`config.mk`:
```
export PLATFORM = sky130hd
export DESIGN_NAME = fetchstage
export DESIGN_NICKNAME = d
export VERILOG_FILES = /design/src/rtl/fetchstage.sv
export SDC_FILE = /design/constraint.sdc
export NUM_CORES = 1
export LEC_CHECK = 0
export CORE_ASPECT_RATIO = 1.25
export CORE_MARGIN = 5
export CORE_UTILIZATION = 41
export CTS_BUF_LIST = sky130_fd_sc_hd__clkbuf_4
export DETAILED_ROUTE_END_ITERATION = 10
export PLACE_DENSITY = 0.79
export SLEW_MARGIN = 5
export SYNTH_ARGS = -nofsm -noshare
export SYNTH_HDL_FRONTEND = slang
export SYNTH_SLANG_ARGS = --single-unit
```
`constraint.sdc`:
```
create_clock -name clock -period 1.8 [get_ports clock]
set_input_delay 0.18 -clock clock [delete_from_list [all_inputs] [get_ports clock]]
set_output_delay 0.18 -clock clock [all_outputs]
set_load 0.02 [all_outputs]
```
`src/rtl/fetchstage.sv`:
```
// Instruction fetch stage: issues word fetches at pc, inserts NOP bubbles on stalls,
// parks in FLUSH_WAIT after a control-flow word until it is resolved, and stops on HALT.
module fetchstage #(
    parameter logic [31:0] RESET_PC = 32'h00000000
) (
    input  logic        clock,
    input  logic        reset,
    input  logic [31:0] mem_data_in,
    input  logic        mem_ready,
    input  logic        bus_yield,
    input  logic        pc_load,
    input  logic        pc_continue,
    input  logic [31:0] new_pc,
    output logic        fetch_read,
    output logic [31:0] fetch_address,
    output logic [31:0] outbound_instruction,
    output logic [31:0] outbound_pc,
    output logic        halted
);

    localparam logic [4:0] OPCODE_NOP    = 5'h00;
    localparam logic [4:0] OPCODE_BRANCH = 5'h10;
    localparam logic [4:0] OPCODE_JUMP   = 5'h11;
    localparam logic [4:0] OPCODE_HALT   = 5'h1F;

    localparam logic [1:0] RUNNING    = 2'd0;
    localparam logic [1:0] FLUSH_WAIT = 2'd1;
    localparam logic [1:0] HALTED     = 2'd2;

    logic [1:0]  state;
    logic [31:0] pc_p0;
    logic [31:0] instr_p1;
    logic [31:0] pc_p1;
    logic        accept;
    logic [4:0]  opcode;

    function automatic logic [31:0] nop_word();
        return {OPCODE_NOP, 27'h0};
    endfunction

    function automatic logic [31:0] word_align(input logic [31:0] addr);
        return {addr[31:2], 2'b00};
    endfunction

    // Reset is folded in so no request leaves while the stage is being reset.
    assign fetch_read    = (state == RUNNING) && !bus_yield && !reset;
    assign fetch_address = word_align(pc_p0);
    assign accept        = fetch_read && mem_ready;
    assign opcode        = mem_data_in[31:27];

    always_ff @(posedge clock) begin
        if (reset) begin
            state    <= RUNNING;
            pc_p0    <= word_align(RESET_PC);
            instr_p1 <= nop_word();
            pc_p1    <= RESET_PC;
        end else begin
            // ---- stage p0 -> p1: latch fetched word or emit a bubble ----
            case (state)
                RUNNING: begin
                    if (accept) begin
                        instr_p1 <= mem_data_in;
                        pc_p1    <= pc_p0;
                        pc_p0    <= pc_p0 + 32'd4;
                        if (opcode == OPCODE_BRANCH || opcode == OPCODE_JUMP) begin
                            state <= FLUSH_WAIT;
                        end else if (opcode == OPCODE_HALT) begin
                            state <= HALTED;
                        end
                    end else begin
                        instr_p1 <= nop_word();
                    end
                end
                FLUSH_WAIT: begin
                    instr_p1 <= nop_word();
                    // A taken target wins over not-taken; pc already points past the branch.
                    if (pc_load) begin
                        pc_p0 <= word_align(new_pc);
                        state <= RUNNING;
                    end else if (pc_continue) begin
                        state <= RUNNING;
                    end
                end
                HALTED: begin
                    instr_p1 <= nop_word();
                end
                default: begin
                    instr_p1 <= nop_word();
                    state    <= RUNNING;
                end
            endcase
        end
    end

    assign outbound_instruction = instr_p1;
    assign outbound_pc          = pc_p1;
    assign halted               = (state == HALTED);

endmodule

```
==> results.sh <==
export IMPL_num_io_pins=168
export IMPL_antenna_found_initial=0
export IMPL_clkSlewWorstSetupHoldPaths_ps=150
export IMPL_status="complete, but fails checks"
export IMPL_synth_compound_gate_area_share_pct=18.5
export IMPL_period_share_pct=102
export IMPL_min_period_ps=1840
export IMPL_seqCellArea_um2=1900
export IMPL_fin_util_pct=66.3
export IMPL_postCtsHoldBufs=0
export IMPL_async_reset_ff_share_pct=0
export IMPL_die_h_um=124
export IMPL_finalClockSkew_ps=12.9
export IMPL_htreeDepth=3
export IMPL_gr_usage_all_layers_pct=23.3
export IMPL_synth_edf_count=0
export IMPL_drive_above_1_share_pct=17.8
export IMPL_syn_inst=512
export IMPL_drc=0
export IMPL_synth_xor_area_share_pct=0
export IMPL_crit_path_start_kind="flop"
export IMPL_vias=4819
export IMPL_power_density_nw_per_um2=575
export IMPL_cp_data_required_time_ps=2160
export IMPL_path_cells="or4b_4 > buf_6 > a21oi_4 > buf_12 > buf_8 > buf_4 > mux2i_1 > o21ai_1"
export IMPL_vias_per_cell=5.65
export IMPL_die_w_um=101
export IMPL_yosys_area_top_type="dfxtp_1"
export IMPL_endpoint_kind="flop"
export IMPL_rsz0062_at_grt="yes"
export IMPL_ys_types=56
export IMPL_slowest_delay_ps=490
export IMPL_portBuffers=161
export IMPL_drt_wl_total_um=15300
export IMPL_ys_seq_area_share_pct=44.0
export IMPL_synthAdderAreaFrac_pct=0.292
export IMPL_hold_violations=0
export IMPL_final_area_um2=6740
export IMPL_instances_no_fill=853
export IMPL_syn_area_per_cell_um2=8.36
export IMPL_timing_hold_ws_ps=174
export IMPL_crit_type="flop to flop"
export IMPL_num_fill_cells=844
export IMPL_leakagePower_uw=0.00274
export IMPL_cts_tree="built"
export IMPL_multi_input_area_um2=2220
export IMPL_drt_initial_drc_count=325
export IMPL_yosys_warnings=0
export IMPL_synth_mux_area_share_pct=1.17
export IMPL_finalSetupViolations=1
export IMPL_synth_top_family_by_area="simple AND/OR/NAND/NOR gates"
export IMPL_cts_sinks=94
export IMPL_setup_ws_ps=-41.6
export IMPL_cp_max_fo=6
export IMPL_final_nets=790
export IMPL_max_cap_violations=0
export IMPL_ir_drop_uv=500
export IMPL_syn_area_um2=4280
export IMPL_hold_path_class="primary input to flop"
export IMPL_post_drt_wl_per_cell_um=17.9
export IMPL_rows=41
export IMPL_numCtsBuffers=9
export IMPL_dp_final_hpwl_um=11200
export IMPL_place_inst=826
export IMPL_timing_fmax_mhz=543
export IMPL_initial_core_util_pct=42.1
export IMPL_area_growth_pct=57.4
export IMPL_max_clock_path_buffers=2
export IMPL_dr_pass1_iters=5
export IMPL_placed_cell_area_um2=6430
export IMPL_arrival_ps=2200
export IMPL_cts_root_buffer_cell="clkbuf_4"
export IMPL_grt_max_degree=36
export IMPL_synthTopCellsByArea="dfxtp_1 44%, nand2_1 6.9%, a21oi_1 6.3%, and3_1 5.4%, nand4_1 2.5%"
export IMPL_failed_checks="setup timing"
export IMPL_grt_pass1_vias=4791
export IMPL_grt_pass1_wl_um=23700
export IMPL_overflow=0
export IMPL_gp_congestion=0.910
export IMPL_die_area_um2=12600
export IMPL_slew_viol_final=0
export IMPL_synth_most_common_cell="dfxtp_1"
export IMPL_ys_flop_type="dfxtp_1"
export IMPL_clk_latency_ps=460
export IMPL_synth_simple_area_share_pct=30.4
export IMPL_antenna_cells=0
export IMPL_slowest_stage="or4b_4"
export IMPL_synth_top_area_share_pct=44.0
export IMPL_synth_common_cells="94 x dfxtp_1, 79 x nand2_1, 54 x a21oi_1"
export IMPL_finalSetupTns_ps=-41.6
export IMPL_coreArea_um2=10200
export IMPL_yosys_register_bits=94
export IMPL_antenna_left=0
-- logic make-up after synthesis --
| group | after synthesis |
|---|---|
| and+or+nand+nor | 236 |
| AOI/OAI and AO/OA | 121 |
| muxes | 5 |
| adders and majority gates | 1 |
| DFF | 94 |
| buffers and inverters | 54 |
| other | 1 |
-- routing by layer --
metal	routed length, um	track usage (%)	up-vias
met3	1380	7.73	40
li1	-	-	2275
met1	5780	26.0	2282
met2	7660	39.6	222
met4	441	10.3	0
met5	0	0	-
-- final timing paths --
check,start,endpoint,slack (ps),cells past startpoint
setup / recovery,state[0],pc_p0[31],-40,8
hold / removal,reset,outbound_pc[27],170,3
setup reg to reg,state[0],pc_p0[31],-40,8
hold reg to reg,outbound_pc[5],outbound_pc[5],460,2
-- cell type report --
| type | instances | share of cell area [%] |
|---|---|---|
| clock buffers | 11 | 1.23 |
| well taps | 129 | 2.40 |
| inverters | 6 | 0.334 |
| clock inverters | 5 | 0.873 |
| repair buffers | 241 | 34.0 |
| multi-input cells | 367 | 32.9 |
| flip-flops and latches | 94 | 28.2 |
-- registers in the layout, summed over array words and instances, names as in the netlist --
| register | count |
|---|---|
| outbound_pc | 30 |
| pc_p0 | 30 |
| outbound_instruction | 32 |
| state | 2 |
-- report_power, final --
group | switching [uW] | internal [uW] | leakage [uW]
combinational | 241 | 298 | 0.00189
sequential | 28.2 | 2120 | 0.000768
clock | 727 | 459 | 0.0000751
-- metrics by stage --
step | setup WS [ps] | power, uW
6_report | -41.6 | 3870
5_1_grt | -122 | 4030
4_1_cts | -122 | 3880
3_5_place_dp | -381 | 2710
3_3_place_gp | -307 | 2700
2_1_floorplan | 0.661 | 2380
-- what timing repair did --
item,in CTS,in global routing
setup buffers,3,7
gates cloned,1,1
gates resized for setup,19,36
pin swaps,4,8
setup endpoints to repair,41,72
-- placed cells by master, fill, tap and decap left out, types with 6 or more instances in the layout --
cell               n
inv_1              6
clkbuf_4          11
buf_4             72
dlymetal6s2s_1    11
nor2b_1            6
or3_1              9
and4_1             8
nand2_1           79
o21ai_0           12
nor2_1            14
nor3b_1            8
and3_1            37
a21oi_1           53
clkdlybuf4s50_1  138
dfxtp_1           78
nand4_1           17
nand3_1           14
dfxtp_2           16
and2_1             7
o211ai_1          10
nor3_1             7
dlygate4sd2_1      9
-- critical path, delay by kind of cell (launching register included) --
kind / cells / cell delay (ps)
DFF: 1 / 340
buffers and inverters: 4 / 510
AOI/OAI and AO/OA: 2 / 240
muxes: 1 / 160
and+or+nand+nor: 1 / 490
Note: power is estimated with default switching activity, not from simulation.
